<file path="config.mk">
export PLATFORM = sky130hd
export DESIGN_NAME = data_bus_arbiter
export DESIGN_NICKNAME = d
export VERILOG_FILES = /design/src/rtl/data_bus_arbiter.sv
export SDC_FILE = /design/constraint.sdc
export NUM_CORES = 1
export LEC_CHECK = 0
export CORE_MARGIN = 10
export CORE_UTILIZATION = 37
export DETAILED_ROUTE_END_ITERATION = 6
export PLACE_DENSITY_LB_ADDON = 0.08
export SLEW_MARGIN = 30
export SYNTH_ARGS = -nofsm -noshare
export SYNTH_HDL_FRONTEND = slang
export SYNTH_SLANG_ARGS = --single-unit
</file>
<file path="constraint.sdc">
create_clock -name clk -period 1.5 [get_ports clk]
set_clock_uncertainty 0.1 [all_clocks]
set_input_delay 0.3 -clock clk [delete_from_list [all_inputs] [get_ports clk]]
set_output_delay 0.3 -clock clk [all_outputs]
set_load 0.005 [all_outputs]
</file>
<file path="src/rtl/data_bus_arbiter.sv">
// data_bus_arbiter
//   Shares the CPU's 8-bit tri-stated data bus between two requesters
//   (port 0 = CPU core, port 1 = I/O / DMA). Each granted transfer runs
//   IDLE -> SETUP -> ACCESS (WAIT_CYCLES+1 cycles) -> TURN, so the bus
//   driver and memory never contend. All outputs are registered.
//
// Ports
//   clk, rst_n            clock, asynchronous active-low reset
//   req0/we0/addr0/wdata0 port-0 request, direction (1=write), address, data
//   req1/we1/addr1/wdata1 port-1 request, direction, address, data
//   gnt0, gnt1            grant, SETUP through TURN of the port's transfer
//   done0, done1          one-cycle completion pulse in TURN
//   rdata                 data of the last completed read (held)
//   bus_addr, bus_wdata   latched address / write data towards memory
//   data_ena              bus driver enable (1 = drive, 0 = high-Z)
//   rd, wr                memory read / write strobes
//   bus_rdata             value sampled from the shared data bus
//   busy                  high in every state except IDLE
module data_bus_arbiter #(
    parameter int ADDR_W      = 13,
    parameter int WAIT_CYCLES = 1
) (
    input  logic              clk,
    input  logic              rst_n,
    input  logic              req0,
    input  logic              we0,
    input  logic [ADDR_W-1:0] addr0,
    input  logic [7:0]        wdata0,
    input  logic              req1,
    input  logic              we1,
    input  logic [ADDR_W-1:0] addr1,
    input  logic [7:0]        wdata1,
    output logic              gnt0,
    output logic              gnt1,
    output logic              done0,
    output logic              done1,
    output logic [7:0]        rdata,
    output logic [ADDR_W-1:0] bus_addr,
    output logic [7:0]        bus_wdata,
    output logic              data_ena,
    output logic              rd,
    output logic              wr,
    input  logic [7:0]        bus_rdata,
    output logic              busy
);

    typedef enum logic [1:0] {
        S_IDLE,
        S_SETUP,
        S_ACCESS,
        S_TURN
    } state_t;

    localparam logic [2:0] WAIT_INIT = 3'(WAIT_CYCLES);

    generate
        if (WAIT_CYCLES < 0 || WAIT_CYCLES > 7) begin : g_bad_wait
            $error("data_bus_arbiter: WAIT_CYCLES must lie in 0..7");
        end
    endgenerate

    state_t     r_state;
    logic       r_last_gnt;   // port granted most recently (1 after reset)
    logic       r_we;         // latched direction of the current transfer
    logic [2:0] r_wait;       // remaining extra ACCESS cycles

    logic w_any_req;
    logic w_pick1;

    assign w_any_req = req0 | req1;
    // Port 1 wins when it is alone, or when both request and port 0 was last.
    assign w_pick1   = req1 & (~req0 | ~r_last_gnt);

    always_ff @(posedge clk or negedge rst_n) begin
        if (!rst_n) begin
            r_state    <= S_IDLE;
            r_last_gnt <= 1'b1;
            r_we       <= 1'b0;
            r_wait     <= 3'd0;
            gnt0       <= 1'b0;
            gnt1       <= 1'b0;
            done0      <= 1'b0;
            done1      <= 1'b0;
            rd         <= 1'b0;
            wr         <= 1'b0;
            data_ena   <= 1'b0;
            busy       <= 1'b0;
            bus_addr   <= '0;
            bus_wdata  <= 8'd0;
            rdata      <= 8'd0;
        end else begin
            case (r_state)
                S_IDLE: begin
                    if (w_any_req) begin
                        r_state    <= S_SETUP;
                        busy       <= 1'b1;
                        r_last_gnt <= w_pick1;
                        gnt0       <= ~w_pick1;
                        gnt1       <= w_pick1;
                        if (w_pick1) begin
                            bus_addr  <= addr1;
                            bus_wdata <= wdata1;
                            r_we      <= we1;
                        end else begin
                            bus_addr  <= addr0;
                            bus_wdata <= wdata0;
                            r_we      <= we0;
                        end
                    end
                end

                S_SETUP: begin
                    // Address has had one full cycle to settle; open the strobe.
                    r_state  <= S_ACCESS;
                    r_wait   <= WAIT_INIT;
                    wr       <= r_we;
                    data_ena <= r_we;
                    rd       <= ~r_we;
                end

                S_ACCESS: begin
                    if (r_wait == 3'd0) begin
                        r_state  <= S_TURN;
                        rd       <= 1'b0;
                        wr       <= 1'b0;
                        data_ena <= 1'b0;
                        done0    <= gnt0;
                        done1    <= gnt1;
                        if (!r_we) begin
                            rdata <= bus_rdata;
                        end
                    end else begin
                        r_wait <= r_wait - 3'd1;
                    end
                end

                S_TURN: begin
                    // Bus released for one cycle before anyone else may drive it.
                    r_state <= S_IDLE;
                    gnt0    <= 1'b0;
                    gnt1    <= 1'b0;
                    done0   <= 1'b0;
                    done1   <= 1'b0;
                    busy    <= 1'b0;
                end

                default: begin
                    r_state <= S_IDLE;
                end
            endcase
        end
    end

endmodule

</file>
======== Word level (Yosys, flattened, before mapping) ========
Cells that the tools add are included.
word-level totals
  register bits after elaboration ......... 43
  bits in latches ......................... 0
  RAM bits ................................ 0
  bits in read-only memories .............. 0
  bits of input ports ..................... 56
  output and inout bits ................... 37
  word-level logic and storage cells ...... 61
  memories kept ........................... 0
cells by class
  add/subtract/negate cells ............... 1
  multiply operators ...................... 0
  divide/modulo/power cells ............... 0
  magnitude comparators ................... 0
  eq/ne operators ......................... 6
  shift-type cells ........................ 0
  multiplexer cells ....................... 21
  bitwise gates (word level) .............. 7
  reduce and logical (&&, ||, !) cells .... 12
operators with widths
  kind                                              number
  case mux 1 bit (2 select lines)                   7
  2-to-1 mux 13 bit                                 1
  AND reduction 2 bit                               6
  2-to-1 mux 8 bit                                  1
  case mux 2 bit (4 select lines)                   1
  2-to-1 mux 1 bit                                  7
  inequality test 2 bit, second input constant      3
  case mux 3 bit (2 select lines)                   1
  nonzero test 2 bit                                3
  == test 2 bit, second input constant              2
  2-to-1 mux 2 bit                                  2
  NOT 1 bit                                         4
  logical NOT 3 bit                                 1
  2-to-1 mux 3 bit                                  1
  AND reduction 3 bit                               1
  subtractor 3 x 1 -> 3 bit, second input constant  1
  == test 2 x 1 -> 1 bit, second input constant     1
  logical NOT 2 bit                                 1
  OR 1 bit                                          2
  bitwise AND 1 bit                                 1

======== Longest topological paths before layout ========
  word-level depth ........................ 6
  depth in mapped cells ................... 8
  depth with buffers taken out ............ 5

======== Least setup slack after synthesis ========
Ideal clock, no wire load.
  kind .................................... register -> register
  start point ............................. register r_wait[0]
  end point ............................... register rdata[0]
  library setup time ...................... 0.125 ns
  data arrival time ....................... 1.485 ns
  data required time ...................... 1.275 ns
  path slack .............................. -0.209 ns
  stages on the path, launching flop included .. 7
  buffers on the path ..................... 1
  period minus slack after synthesis ...... 1.709 ns
  cell sequence ........................... dfrtp_1 inv_1 ha_1 nand2b_1 buf_6 nor3b_4 mux2_2
between the ends
  word-level cells in the longest chain between the ends .. 2
RTL lines
  item                           line  RTL
  from (decl)                    65    logic [2:0] r_wait;
  from (signal assigned)         133   r_wait <= r_wait - 3'd1;
  logical NOT 3 bit              122   if (r_wait == 3'd0) begin
  AND reduction 3 bit (no line)  --
  to (signal assigned)           130   rdata <= bus_rdata;
  to (decl)                      37    output logic [7:0] rdata,
Every way passes these cells.
A chain may end at the register's enable or synchronous reset.

======== Final worst setup path ========
  start point ............................. register r_wait[1]
  end point ............................... register rdata[0]
Same word-level chain as after synthesis.

==> impl_results.md <==
* Fin crit share at 106.9%
* First-pass GRT wire length at 9798 um
* GRT Util Overall at between 10% and 20%
* Crit path max fanout at 8
* WP data arrival at approximately 1.7 ns
* Syn Std Cell Area at 2064 um^2
* Diodes inserted at 0
* Seq pwr share at between 30% and 40%
* Clock tree buffer depth at 2
* DP Cell Count at approximately 380
* Final hold vios at 0
* Port bufs at 92
* Total power at 6.818 mW
* Top cell type's share of synthesized area at 50.91%
* VDD IR max at roughly 0.82 mV
* Slew margin rel. at around three quarters
* Crit path required time at around 1.6 ns
* Max Freq at 623.6 MHz
* Largest net degree at the start of global routing at 45
* DR DRC count at 0
* Via density at around 4.8
* Core Util, Final at 66.46%
* Switching Share at between 30% and 40%
* Final Critical Period at ~1.6 ns
* Synthesis-to-finish area growth at 76.18%
* Boundary Pins at between 90 and 100
* Clock transition at path regs at about 0.09 ns
* First-pass DRT Iterations at 5
* Final GP Congestion at 0.7455
* Final Setup Violations at 12
* Die area at 8967 um^2
* Post-synth ARST share at 100.0%
* Post-route insts no fill at slightly above 400
* Seq/Total Area, Yosys at approximately 52%
* Critical path launch point type: flip-flop
* Synth Flop Type: dfrtp_1
* CP Class: flip-flop to flip-flop
* Clock Tree Root: clkbuf_8
* Psw at between 2 and 2.5 mW
* Initial antenna violation count at 0
* Post-route setup slack at -0.1036 ns
* Post-detail-place hpwl at 4607 um
* Filler cells at approximately 470
* Pins Over Slew Limit at 0
* Post-synth EDFFs at 0
* Post-synth net total at 274
* Clock power share at ~14%
* Cell row count at 27
* Post-synthesis cell type count at 30
* Pint at approximately 4.5 mW
* Initial cell density of the core at 37.72%
* Final Routed Wirelength at between 6000 and 7000 um
* CTS H-tree lvls at 2
* Final #Nets at 396
* CP Capture Type: flip-flop
* HP Class: input port to asynchronous set/reset pin
* Synth top cells by count: nand2_1, dfrtp_1, nor2_1
* Remaining antenna violation count at 0
* Post-Synthesis Cells at 211
* Vias in the first global route at 2040
* Failing checks: setup timing
* Pwr dens at 1874 nW/um^2
* Drt initial violations at 43
* Clock Latency Late Sink at ~0.3 ns
* Wirelength per Cell at ~16 um
* Syn Area/Cell at about 10 um^2
* TritonCTS clock tree: built
* Number of synthesized register bits at between 40 and 50
* Count leader, synth: nand2_1
* CTS sink cnt at 43
* Syn. warnings at 0
* Gate power share at about 55%
* Height of the die at ~95 um
* Least-Margin Pin Slew at roughly 0.37 ns
* Die width at 94.70 um
* Pleak at 1.658 nW
* CTS Buf Count at 5
* Cell taking the most area after synthesis: dfrtp_1
* Core ar. at 5473 um^2
* Max Cap Viol at 0
* RSZ-0062 raised after global routing: true
* Status: finished with violations
* Top cells by area, synth: dfrtp_1, nand2_1, a31oi_1
* Vias at between 1500 and 2000
* Grt total ovfl at 0
* Share of layout cells above drive strength 1 at a little under a quarter
-- through the flow --
step           setup TNS, ns  setup WS [ns]  hold WS (ns)  instance area [um^2]
2_1_floorplan         -1.608        -0.1966      -0.09559                  2128
3_3_place_gp          -7.238        -0.2361        0.1461                  3291
3_5_place_dp          -7.806        -0.2623        0.1390                  3291
4_1_cts              -0.8998        -0.1189        0.3398                  3517
5_1_grt               -1.706        -0.1769        0.3626                  3637
6_report             -0.8202        -0.1036        0.3370                  3637
-- per-layer routing --
metal,track usage (%),up-vias,wire length [um]
li1,-,960,-
met1,14.87,917,2524
met2,23.63,58,3437
met3,6.027,4,487
met4,4.863,0,42
met5,0,-,0
-- final timing paths --
check,from,end,slack [ns],cells past startpoint
min in group clk,r_wait[0],r_wait[0],0.38,1
max in group asynchronous,rst_n,rdata[0],0.55,3
min,rst_n,gnt0,0.34,2
max reg2reg,r_wait[1],rdata[0],-0.10,6
min reg2reg,r_wait[0],r_wait[0],0.38,1
max,r_wait[1],rdata[0],-0.10,6
-- layout by cell type (no fill, tap or decap), types with 2 or more instances in the layout --
cell type and n:
inv_2 4, buf_4 24, nand2_1 47, clkdlybuf4s50_1 52
a22o_1 2, o21ai_0 5, nor2_1 24, dfrtp_1 42
a21oi_2 2, nand3_1 2, inv_1 2, ha_2 2
dlymetal6s2s_1 2, nor3b_4 2, a31oi_1 23, ha_1 2
mux2_4 11, mux2i_1 5, clkbuf_16 2, nand2b_4 2
ha_4 3, dlygate4sd2_1 37, buf_12 6, clkbuf_8 6
nor2b_1 2, buf_6 4
-- power by group through the flow --
| stage | logic [mW] | registers, mW | clock network (mW) |
|---|---|---|---|
| floorplan | 1.61 | 2.13 | 0 |
| global placement | 3.38 | 2.09 | 0 |
| detailed placement | 3.41 | 2.13 | 0 |
| CTS | 3.51 | 2.07 | 1.00 |
| global route | 4.19 | 2.15 | 1.04 |
| finish | 3.78 | 2.07 | 0.977 |
-- sequential cells by signal, summed over array words and instances, names as in the netlist, 2 cells and up --
signal / flops
bus_addr: 13
rdata: 8
r_state: 2
bus_wdata: 8
r_wait: 3
-- area by class of cell --
cell class              instances  area (um^2)  share of cell area, %
well taps                      72        90.09                  2.477
clock inverters                 2        38.79                  1.066
repair buffers                129         1280                  35.19
flip-flops and latches         43         1077                  29.62
multi-input cells             148         1046                  28.76
clock buffers                   6        82.58                  2.270
inverters                       6        22.52                 0.6192
-- worst max-delay path, cell delays in order (launching register included) --
cell and delay, ns:
dfrtp_1 0.39, inv_2 0.08, ha_4 0.15, nand2b_4 0.07
nor3b_4 0.23, buf_12 0.17, mux2_4 0.30
-- timing repair --
action / CTS / global route
pin swaps: 5 / 3
hold endpoints to repair: 11 / 0
gates cloned: 0 / 2
setup endpoints to repair: 52 / 34
hold buffers: 1 / 0
setup buffers: 10 / 1
gates resized for setup: 53 / 15
-- kinds of logic after synthesis --
logic type	Yosys count	synth area share, %
DFF	43	52.18
adders and majority gates	7	4.242
and+or+nand+nor	81	16.55
AOI/OAI and AO/OA	43	13.58
buffers and inverters	20	4.545
muxes	17	8.909
Power figures use the tool's default switching activity.
